File: src/rtl/uart_bus_master.sv
// Executes decoded UART command words on a single-master Wishbone-classic style bus.
// Returns exactly one response word per command, in command arrival order.
module uart_bus_master #(
    parameter int AW         = 32,
    parameter int FIFO_DEPTH = 4,
    parameter int TIMEOUT    = 255
) (
    input  logic          i_clk,
    input  logic          rst,
    input  logic          i_stb,
    input  logic [33:0]   i_word,
    output logic          o_bus_cyc,
    output logic          o_bus_stb,
    output logic          o_bus_we,
    output logic [AW-1:0] o_bus_addr,
    output logic [31:0]   o_bus_data,
    input  logic          i_bus_ack,
    input  logic          i_bus_err,
    input  logic [31:0]   i_bus_data,
    output logic          o_rsp_stb,
    output logic [33:0]   o_rsp_word,
    input  logic          i_rsp_busy,
    output logic          o_overflow
);

    localparam int PW = (FIFO_DEPTH > 1) ? $clog2(FIFO_DEPTH) : 1;
    localparam int CW = PW + 1;
    localparam int TW = (TIMEOUT > 1) ? $clog2(TIMEOUT + 1) : 1;

    localparam logic [1:0] CMD_R = 2'b00;
    localparam logic [1:0] CMD_W = 2'b01;
    localparam logic [1:0] CMD_A = 2'b10;
    localparam logic [1:0] CMD_S = 2'b11;

    typedef enum logic [1:0] {
        IDLE = 2'd0,
        EXEC = 2'd1,
        BUS  = 2'd2,
        RESP = 2'd3
    } state_t;

    state_t state_q, state_d;

    // Command queue
    logic [33:0]   fifo_mem [FIFO_DEPTH];
    logic [PW-1:0] wr_ptr_q, rd_ptr_q;
    logic [CW-1:0] count_q;
    logic          full, empty, pop, push, drop;
    logic [33:0]   head;

    assign full  = (count_q == CW'(FIFO_DEPTH));
    assign empty = (count_q == '0);
    assign head  = fifo_mem[rd_ptr_q];
    // A full queue still accepts a word when the head leaves on the same edge.
    assign push  = i_stb && (!full || pop);
    assign drop  = i_stb && full && !pop;

    always_ff @(posedge i_clk) begin
        if (push) begin
            fifo_mem[wr_ptr_q] <= i_word;
        end
    end

    always_ff @(posedge i_clk or negedge rst) begin
        if (!rst) begin
            wr_ptr_q <= '0;
            rd_ptr_q <= '0;
            count_q  <= '0;
        end else begin
            if (push) wr_ptr_q <= wr_ptr_q + PW'(1);
            if (pop)  rd_ptr_q <= rd_ptr_q + PW'(1);
            case ({push, pop})
                2'b10:   count_q <= count_q + CW'(1);
                2'b01:   count_q <= count_q - CW'(1);
                default: count_q <= count_q;
            endcase
        end
    end

    // Sequencer registers
    logic [1:0]    cmd_q, cmd_d;
    logic [31:0]   payload_q, payload_d;
    logic [AW-1:0] addr_q, addr_d;
    logic          autoinc_q, autoinc_d;
    logic          overflow_q, overflow_d;
    logic          ovf_clr;
    logic          cyc_q, cyc_d;
    logic          we_q, we_d;
    logic [AW-1:0] bus_addr_q, bus_addr_d;
    logic [31:0]   bus_data_q, bus_data_d;
    logic [TW-1:0] cnt_q, cnt_d;
    logic          rsp_stb_q, rsp_stb_d;
    logic [33:0]   rsp_word_q, rsp_word_d;
    logic          bus_done;

    always_ff @(posedge i_clk or negedge rst) begin
        if (!rst) begin
            state_q    <= IDLE;
            cmd_q      <= CMD_R;
            payload_q  <= '0;
            addr_q     <= '0;
            autoinc_q  <= 1'b1;
            overflow_q <= 1'b0;
            cyc_q      <= 1'b0;
            we_q       <= 1'b0;
            bus_addr_q <= '0;
            bus_data_q <= '0;
            cnt_q      <= '0;
            rsp_stb_q  <= 1'b0;
            rsp_word_q <= '0;
        end else begin
            state_q    <= state_d;
            cmd_q      <= cmd_d;
            payload_q  <= payload_d;
            addr_q     <= addr_d;
            autoinc_q  <= autoinc_d;
            overflow_q <= overflow_d;
            cyc_q      <= cyc_d;
            we_q       <= we_d;
            bus_addr_q <= bus_addr_d;
            bus_data_q <= bus_data_d;
            cnt_q      <= cnt_d;
            rsp_stb_q  <= rsp_stb_d;
            rsp_word_q <= rsp_word_d;
        end
    end

    always_comb begin
        state_d    = state_q;
        pop        = 1'b0;
        cmd_d      = cmd_q;
        payload_d  = payload_q;
        addr_d     = addr_q;
        autoinc_d  = autoinc_q;
        ovf_clr    = 1'b0;
        cyc_d      = cyc_q;
        we_d       = we_q;
        bus_addr_d = bus_addr_q;
        bus_data_d = bus_data_q;
        cnt_d      = cnt_q;
        rsp_stb_d  = rsp_stb_q;
        rsp_word_d = rsp_word_q;
        bus_done   = 1'b0;

        case (state_q)
            IDLE: begin
                if (!empty) begin
                    pop       = 1'b1;
                    cmd_d     = head[33:32];
                    payload_d = head[31:0];
                    state_d   = EXEC;
                end
            end

            EXEC: begin
                case (cmd_q)
                    CMD_A: begin
                        addr_d     = payload_q[AW-1:0];
                        rsp_word_d = {2'b10, payload_q};
                        rsp_stb_d  = 1'b1;
                        state_d    = RESP;
                    end
                    CMD_S: begin
                        autoinc_d  = payload_q[0];
                        ovf_clr    = payload_q[1];
                        // Status reports overflow as it was before this command cleared it.
                        rsp_word_d = {2'b10, overflow_q, payload_q[0], 30'b0};
                        rsp_stb_d  = 1'b1;
                        state_d    = RESP;
                    end
                    default: begin
                        cyc_d      = 1'b1;
                        we_d       = (cmd_q == CMD_W);
                        bus_addr_d = addr_q;
                        bus_data_d = payload_q;
                        cnt_d      = TW'(TIMEOUT);
                        state_d    = BUS;
                    end
                endcase
            end

            BUS: begin
                cnt_d = cnt_q - TW'(1);
                if (i_bus_err) begin
                    rsp_word_d = {2'b11, 32'h0000_0001};
                    bus_done   = 1'b1;
                end else if (i_bus_ack) begin
                    rsp_word_d = (cmd_q == CMD_R) ? {2'b00, i_bus_data} : {2'b01, payload_q};
                    if (autoinc_q) begin
                        addr_d = addr_q + AW'(1);
                    end
                    bus_done = 1'b1;
                end else if (cnt_q == TW'(1)) begin
                    rsp_word_d = {2'b11, 32'h0000_0002};
                    bus_done   = 1'b1;
                end
                if (bus_done) begin
                    cyc_d     = 1'b0;
                    rsp_stb_d = 1'b1;
                    state_d   = RESP;
                end
            end

            RESP: begin
                if (!i_rsp_busy) begin
                    rsp_stb_d = 1'b0;
                    state_d   = IDLE;
                end
            end

            default: state_d = IDLE;
        endcase

        // A fresh drop outranks a clear issued on the same edge.
        overflow_d = (overflow_q && !ovf_clr) || drop;
    end

    assign o_bus_cyc  = cyc_q;
    assign o_bus_stb  = cyc_q;
    assign o_bus_we   = we_q;
    assign o_bus_addr = bus_addr_q;
    assign o_bus_data = bus_data_q;
    assign o_rsp_stb  = rsp_stb_q;
    assign o_rsp_word = rsp_word_q;
    assign o_overflow = overflow_q;

endmodule
File: config.mk
export PLATFORM = sky130hd
export DESIGN_NAME = uart_bus_master
export DESIGN_NICKNAME = d
export VERILOG_FILES = /design/src/rtl/uart_bus_master.sv
export SDC_FILE = /design/constraint.sdc
export NUM_CORES = 1
export LEC_CHECK = 0
export BUFFER_PORTS_ARGS = -buffer_cell sky130_fd_sc_hd__buf_2
export CELL_PAD_IN_SITES_DETAIL_PLACEMENT = 0
export CELL_PAD_IN_SITES_GLOBAL_PLACEMENT = 1
export CORE_ASPECT_RATIO = 1.4
export CORE_UTILIZATION = 26
export CTS_BUF_LIST = sky130_fd_sc_hd__clkbuf_8
export DETAILED_ROUTE_END_ITERATION = 16
export PLACE_DENSITY = 0.6
export SYNTH_ARGS = -nofsm -noshare
export SYNTH_HDL_FRONTEND = slang
export SYNTH_SLANG_ARGS = --single-unit
File: constraint.sdc
create_clock -name i_clk -period 7.25 [get_ports i_clk]
set_input_delay 0.3625 -clock i_clk [delete_from_list [all_inputs] [get_ports i_clk]]
set_output_delay 0.3625 -clock i_clk [all_outputs]
set_load 0.1 [all_outputs]
## Word level (Yosys, flattened, before mapping)

Memory sizes are Yosys's and may differ from the RTL's. A register that Yosys moved wholly into a read port is not among the register bits.
Index checks and enable logic that the tools add are counted.

- $lt $le $gt $ge: 0
- Reductions and logical operators: 26
- Eq/ne operators: 21
- Shift operators: 0
- Multipliers: 0
- Muxes and demuxes: 36
- Divide/modulo/power cells: 0
- Add/sub/neg operators: 6
- Bitwise operators: 2

Operators with widths:

| operator | number |
|---|---|
| case mux 34 bit (2 select lines) | 2 |
| two-way mux 32 bit | 4 |
| two-way mux 34 bit | 3 |
| case mux 32 bit (2 select lines) | 1 |
| two-way mux 33 bit | 1 |
| adder 32 x 1 -> 32 bit, second input constant | 1 |
| inequality test 2 bit, second input constant | 9 |
| two-way mux 1 bit | 16 |
| case mux 8 bit (2 select lines) | 1 |
| equality test 2 bit, second input constant | 5 |
| AND reduction 3 bit | 3 |
| equality test 8 x 1 -> 1 bit, second input constant | 1 |
| two-way mux 8 bit | 1 |
| case mux 2 bit (4 select lines) | 1 |
| AND reduction 2 bit | 4 |
| subtractor 8 x 1 -> 8 bit, second input constant | 1 |
| equality test 2 x 1 -> 1 bit, second input constant | 3 |
| two-way mux 2 bit | 3 |
| case mux 3 bit (2 select lines) | 1 |
| AND reduction 5 bit | 1 |
| adder 2 x 1 -> 2 bit, second input constant | 2 |
| logical AND 1 bit | 4 |
| zero test 1 bit | 4 |
| zero test 2 bit | 2 |
| 14 further kinds | 17 |

- Flip-flop bits (word level): 152
- Output and inout port bits: 103
- Bits of input ports: 72
- Latch bits: 0
- ROM bits: 0
- Memories kept: 1
- Bits in writable memories: 136
- Word-level logic and storage cells: 106

Memory list:

| memory | words | bits a word | read ports | clocked after memory_dff | wr ports | line | source |
|---|---|---|---|---|---|---|---|
| fifo_mem | 4 | 34 | 1 | 1 | 1 | 45 | `logic [33:0] fifo_mem [FIFO_DEPTH];` |

## Depth between registers and ports, before layout

Gate-level depths: netlist of the first run.

- Word-level depth: 7
- Mapped depth: 9
- Gate-level depth less buffers: 7

## Least setup slack after synthesis of the first run

OpenSTA, ideal clock, no wires.

- Kind: flip-flop to flip-flop
- Start: register state_q[0]
- End: memory fifo_mem[0][0] (enable)
- Setup time: 0.394 ns
- Period minus slack after synthesis: 2.333 ns
- Data arrival time: 1.939 ns
- Slack: 4.917 ns
- Cell stages (with the launch flop): 7
- Path buffers: 1
- Cells stage by stage: dfrtp_1 > inv_1 > ha_1 > nor4b_1 > nor2b_1 > clkbuf_1 > and2_1

- Word-level cells in the longest chain between the ends: 6

Ends and longest elaborated chain:

| element | line | source |
|---|---|---|
| start: declaration | 42 | `state_t state_q, state_d;` |
| start signal: assignment | 112 | `state_q <= state_d;` |
| zero test 2 bit | 145 | `case (state_q)` |
| two-way mux 1 bit | 145 |  |
| logical OR 1 bit | 55 | `assign push = i_stb && (!full \|\| pop);` |
| logical AND 1 bit | 55 |  |
| two-way mux 1 bit | 59 | `if (push) begin` |
| two-way mux 1 bit (not written as such) | 60 | `fifo_mem[wr_ptr_q] <= i_word;` |
| end: declaration | 45 |  |

Every way passes these cells.

## Worst setup path in the final report of the first run

- Start: register state_q[0]
- End: register rsp_word_q[29] (netlist: o_rsp_word[29])

- Word-level cells in the longest chain between the ends: 3
- Elaborated cells between the ends (all ways): 7
- Classes of those cells: 4 x eq/ne; 1 x mux; 2 x reduce/logical

Ends and longest elaborated chain:

| element | line | source |
|---|---|---|
| equality test 2 bit or equality test 2 x 1 -> 1 bit (tied branches) | 145 |  |
| inequality test 4 bit (no line), or another cell as far along | -- |  |
| AND reduction 3 bit (no line) | -- |  |
| end signal: assignment | 124 | `rsp_word_q <= rsp_word_d;` |
| end: declaration | 93 | `logic [33:0] rsp_word_q, rsp_word_d;` |

Parallel ways exist; a longest one is shown, timed or not.
A chain may end at the register's enable or synchronous reset.

==> impl_metrics.json, run 1 <==
{
  "crit_path_start_kind": "register",
  "viasPerCell": 4.60,
  "routed_wl_mm": 37.1,
  "drtIter0Drc": 485,
  "dp_hpwl_mm": 25.7,
  "die_w_um": 194,
  "slew_violations": 0,
  "rows": 98,
  "ys.flop_type": "dfrtp_1",
  "syn_to_final_growth_pct": 22.5,
  "grt_pass1_wl_mm": 57.2,
  "crit_required_ns": 7.69,
  "slew_headroom_pct": 27.1,
  "synth_edf_count": 136,
  "worstReg2RegEnd": "o_rsp_word[29]",
  "muxShareOfSynthArea_pct": 10.7,
  "drc": 0,
  "r2r-start": "state_q[0]",
  "max_freq_mhz": 345,
  "synth_simple_gate_area_share_pct": 12.1,
  "async_flop_share_pct": 57.8,
  "path_clk_slew_ns": 0.06,
  "synth-compound-area-share_pct": 7.95,
  "grt_pass1_vias": 9188,
  "ff2ff_setup_slack_ns": 4.35,
  "status": "complete, no violations",
  "grt_max_degree": 76,
  "io-pin-count": 175,
  "cts_root_buf": "clkbuf_8",
  "hold_violations": 0,
  "synth_warnings": 0,
  "rsz0062_at_grt": "false",
  "first_pass_iters": 5,
  "tightest_slew_ns": 1.08,
  "grtUsageTotal_pct": 14.2,
  "clock_sinks": 322,
  "crit_path_end_kind": "register",
  "finalClockSkew_ns": 0.0120,
  "period_needed_ns": 2.90,
  "met1_usage_pct": 17.7,
  "synth-seq-area-share_pct": 65.1,
  "cts-resized-gates": 0,
  "drive_gt1_share_pct": 27.4,
  "setup_tns_ns": 0,
  "synth_top_family_by_area": "simple AND/OR/NAND/NOR gates",
  "grt_busiest_layer": "met2",
  "clock_path_buffers": 3,
  "timing.final.crit_share_pct": 40.0,
  "antenna_found_initial": 1,
  "rr_worst_depth": 9,
  "synth_nets": 1134,
  "synthAdderAreaFrac_pct": 1.27,
  "ant_nets": 0,
  "die_y_um": 271,
  "grt_overflow": 0,
  "grt_use_met3_pct": 2.53,
  "critPathMaxFanout": 51,
  "cts_tree": "built",
  "place_congestion": 0.778,
  "initial_core_util_pct": 26.3,
  "synth_xor_area_share_pct": 0.653,
  "vias": 8997,
  "placeableCoreArea_um2": 51000,
  "synthesis.area_um2": 13400,
  "cts_buffers": 49,
  "endpoint": "o_rsp_word[29]",
  "clk_latency_ns": 0.59,
  "synthCells": 1049,
  "synth.avg_cell_area_um2": 12.8,
  "synthDistinctLibCells": 60,
  "worst_ep_arrival_time_ns": 3.34,
  "hp-class": "in2reg",
  "crit_start": "state_q[0]",
  "grt_use_met2_pct": 24.7,
  "htree_levels": 2,
  "crit_type": "reg2reg",
  "synth-seq-cells": 322,
  "nets": 1353,
  "wl_per_cell_um": 19.0,
  "dieArea_um2": 52500,
  "max-cap-violations": 0,
  "setup_viol": 0,
  "io_buffer_count": 174
}
synth_stat cells (all sizes together) (14+ instances only):
cell type  number  area share (%)
dfrtp         185              34
mux4           34             5.7
inv            15            0.42
edfxtp        136              30
nand2         222             6.2
a22oi          49             2.7
mux2           38             3.2
nor2           57             1.6
a21oi          46             1.7
clkbuf         49             1.4
nand3          17            0.63
mux2i          24             1.8
o21ai          45             1.7
nor3           14            0.64
placed cells by master (no fill, tap or decap), types with 35 or more instances in the layout:
| cell | count |
|---|---|
| nand2_1 | 222 |
| dfrtp_1 | 184 |
| buf_2 | 173 |
| edfxtp_1 | 136 |
| clkbuf_8 | 62 |
| nor2_1 | 56 |
| a22oi_1 | 49 |
| a21oi_1 | 46 |
| o21ai_0 | 43 |
| mux2_2 | 38 |
| dlygate4sd3_1 | 35 |
logic make-up (layout without fill, tap and decap cells):
family	count (synthesis)	after routing
other	0	1
muxes	96	96
AOI/OAI and AO/OA	170	170
DFF	322	322
adders and majority gates	13	13
and+or+nand+nor	363	363
buffers and inverters	75	332
xor gates and xnor gates	10	10
sequential cells by signal (all words and copies together), names as in the netlist, 2 cells and up:
signal      cells
wr_ptr_q        2
cnt_q           8
addr_q         32
payload_q      32
cmd_q           2
state_q         2
count_q         3
o_rsp_word     34
rd_ptr_q        2
fifo_mem      136
o_bus_addr     32
o_bus_data     32
cell type report:
cell class,count,area (um^2)
sequential,322,8740
antenna,1,2.50
clock buffer,61,840
multi-input combinational,652,4410
clock inverter,28,208
timing repair buffer,228,1370
fill,5189,34600
inverter,15,56.3
tap,650,813
routing by layer:
layer / up-vias / wire length [um]
met1: 4479 / 15900
met5: - / 0
li1: 4249 / -
met3: 48 / 1580
met2: 221 / 18800
met4: 0 / 841
through the flow:
stage	util, %	hold slack (ns)	setup slack [ns]	cells	area (um^2)
after floorplan	-	0.0669	4.92	1049	13400
after global placement	29.5	0.434	4.48	1832	15000
after detailed placement	29.5	0.439	4.42	1832	15000
after CTS	32.2	0.0195	4.39	1956	16400
after global routing	32.2	0.0582	4.12	1957	16400
final	32.2	0.0760	4.35	1957	16400
how the worst min path moves through the flow:
stage                     start       endpoint  cells past startpoint
after global placement      rst  o_bus_data[4]                      1
after CTS                 i_stb     o_overflow                      2
final                     i_stb     o_overflow                      2
after floorplan             rst      addr_q[0]                      0
after detailed placement    rst  o_bus_data[4]                      1
after global routing      i_stb     o_overflow                      2
worst max-delay path, cell delays in order (launching register included):
cell and delay (ns):
dfrtp_1 0.43, inv_1 0.13, ha_1 0.16, buf_4 0.35, nand2b_1 0.16, a311oi_2 0.72
nor2_4 0.17, buf_4 0.34, nor2_1 0.17, a21oi_1 0.06
timing repair:
| item | CTS | global route |
|---|---|---|
| buffers inserted | 0 | 0 |
| endpoints found under the hold margin | 208 | 0 |
| hold buffers | 35 | 0 |
Power of run 1 is not shown: default switching activity piles up to over one toggle a cycle in this logic, so the estimate is an artifact.
==> run 2, diff against run 1 <==
Settings changed: ABC_AREA set to 1, PLACE_DENSITY 0.6 to 0.62.
Clock period 7.25 ns to 2.96 ns, I/O delays scaled along.
==> run 2 against run 1 <==
Effect of this change: area after synthesis rose by 5.7%; clock skew rose by 0.013 ns; flip-flop and latch count did not move; design area rose by 6.5%; critical path depth fell by 2; core utilization rose by 0.47 points.
==> impl_metrics.json, run 2 <==
{
  "status": "complete, no violations",
  "nets": 1820,
  "wl_per_cell_um": 17.5,
  "async_flop_share_pct": 57.8,
  "htree_levels": 2,
  "rsz0062_at_grt": "false",
  "synth-seq-cells": 322,
  "synth.most_common_cell": "nand2_1",
  "clk_latency_ns": 0.61,
  "place_congestion": 0.868,
  "clock_path_buffers": 3,
  "fillCellCount": 5694,
  "tightest_slew_ns": 0.750,
  "vias": 11214,
  "largest-register": "fifo_mem",
  "cts_buffers": 51,
  "synth_edf_count": 136,
  "clock_sinks": 322,
  "mostFrequentLayoutCells": "362 x nand2_1, 212 x nor2_1, 199 x o21ai_0",
  "rows": 100,
  "worst_ep_arrival_time_ns": 2.62,
  "final_common_cell": "nand2_1",
  "max_freq_mhz": 430,
  "drtIter0Drc": 663,
  "multi_input_comb_area_um2": 4700,
  "crit_path_end_kind": "register",
  "largest_register_ffs": 136,
  "grt_pass1_wl_mm": 66.5,
  "slew_headroom_pct": 50.0,
  "grt_overflow": 0,
  "die_y_um": 278,
  "setup_viol": 0,
  "grt_pass1_vias": 11458,
  "utilization_pct": 32.7,
  "crit_type": "reg2reg",
  "synth.avg_cell_area_um2": 9.45,
  "synthesis.area_um2": 14200,
  "initial_core_util_pct": 26.5,
  "die_w_um": 199,
  "cts_root_buf": "clkbuf_8",
  "grt_max_degree": 82,
  "crit_required_ns": 3.25,
  "cts-resized-gates": 0,
  "netlist.area_leader.share_pct": 32.6,
  "drc": 0,
  "synth-seq-area-share_pct": 61.6,
  "dp_hpwl_mm": 31.3,
  "synth_nets": 1587,
  "first_pass_iters": 5,
  "viasPerCell": 4.50,
  "synth_warnings": 0,
  "critPathMaxFanout": 34,
  "routed_wl_mm": 43.5,
  "period_needed_ns": 2.33,
  "dieArea_um2": 55500,
  "timing.final.crit_share_pct": 78.5,
  "hold_violations": 0,
  "cts_setup_buffers": 0,
  "synth_commonest_cells": "363 x nand2_1, 217 x nor2_1, 199 x o21ai_0",
  "postLayoutCellArea_um2": 17500,
  "ff_latch_area_um2": 8740,
  "max-cap-violations": 0,
  "synthTopCellsByArea": "dfrtp_1 33%, edfxtp_1 29%, nand2_1 9.6%",
  "whs_ns": 0.0263,
  "io_buffer_count": 174,
  "post_dp_cell_area_um2": 16000,
  "finalClockSkew_ns": 0.0245,
  "placeableCoreArea_um2": 53600,
  "antenna_found_initial": 3,
  "io-pin-count": 175,
  "grtUsageTotal_pct": 15.8,
  "synthDistinctLibCells": 38,
  "ff2ff_setup_slack_ns": 0.63,
  "ys.flop_type": "dfrtp_1",
  "syn_to_final_growth_pct": 23.4,
  "cts_tree": "built",
  "synthCells": 1502,
  "crit_path_start_kind": "register",
  "slew_violations": 0,
  "drive_gt1_share_pct": 17.1,
  "path_clk_slew_ns": 0.06,
  "ant_nets": 0,
  "yosysTopAreaCell": "dfrtp_1",
  "hp-class": "in2reg"
}
==> run 2: cell count changes after synthesis, moves of 46 or more <==
| cell | previous run | this run |
|---|---|---|
| inv_1 | 15 | 108 |
| nor2_1 | 57 | 217 |
| nand2_1 | 222 | 363 |
| o21ai_0 | 43 | 199 |
| o32ai_1 | 0 | 47 |
| a22oi_1 | 49 | 3 |
==> run 2: final cells by class <==
cell class | instances | area share (%)
clock inverter | 39 | 1.29
timing repair buffer | 258 | 10.0
sequential | 322 | 49.9
tap | 714 | 5.10
inverter | 114 | 2.44
multi-input combinational | 988 | 26.8
clock buffer | 56 | 4.40
antenna | 1 | 0.0143
==> run 2: routing by layer <==
metal	track usage, %	vias up	wire length (um)
met5	0	-	0
met2	27.0	255	21500
met4	6.50	0	1560
met3	2.42	87	1820
li1	-	5507	-
met1	19.6	5365	18600
==> run 2: cells by family (layout without fill, tap and decap cells) <==
family / after synthesis / count (layout) / synth area share [%]
AOI/OAI and AO/OA: 328 / 328 / 13.1
xor gates and xnor gates: 4 / 4 / 0.247
adders and majority gates: 13 / 13 / 1.20
buffers and inverters: 192 / 467 / 5.67
DFF: 322 / 322 / 61.6
other: 0 / 1 / 0
and+or+nand+nor: 643 / 643 / 18.1
==> run 2: critical path: stages (launching register included) <==
cell and delay (ns):
dfrtp_1 0.41, inv_1 0.16, ha_1 0.21, inv_1 0.10, a31oi_1 0.42, inv_1 0.29, nor2_4 0.18, buf_12 0.25
==> run 2: worst paths after layout <==
path                                    start              end  cells past startpoint
worst max-delay path               state_q[0]  fifo_mem[1][19]                      7
worst min-delay path            i_bus_data[9]    o_rsp_word[9]                      5
worst max register to register     state_q[0]  fifo_mem[1][19]                      7
worst min register to register     addr_q[31]       addr_q[31]                      2
max in group asynchronous                 rst   o_bus_addr[29]                      3
min in group asynchronous                 rst   o_bus_data[10]                      2
==> run 2: metrics by stage <==
| stage | setup slack [ns] | instances | setup TNS [ns] |
|---|---|---|---|
| floorplan | -0.136 | 1502 | -18.50 |
| global placement | 0.706 | 2340 | 0 |
| detailed placement | 0.649 | 2340 | 0 |
| CTS | 0.646 | 2491 | 0 |
| global route | 0.511 | 2492 | 0 |
| finish | 0.635 | 2492 | 0 |
==> run 2: what timing repair did <==
action / in CTS / in global routing
setup endpoints to repair: 0 / 0
hold buffers: 56 / 0
endpoints found under the hold margin: 234 / 0
Power of run 2 is left out for the same reason.
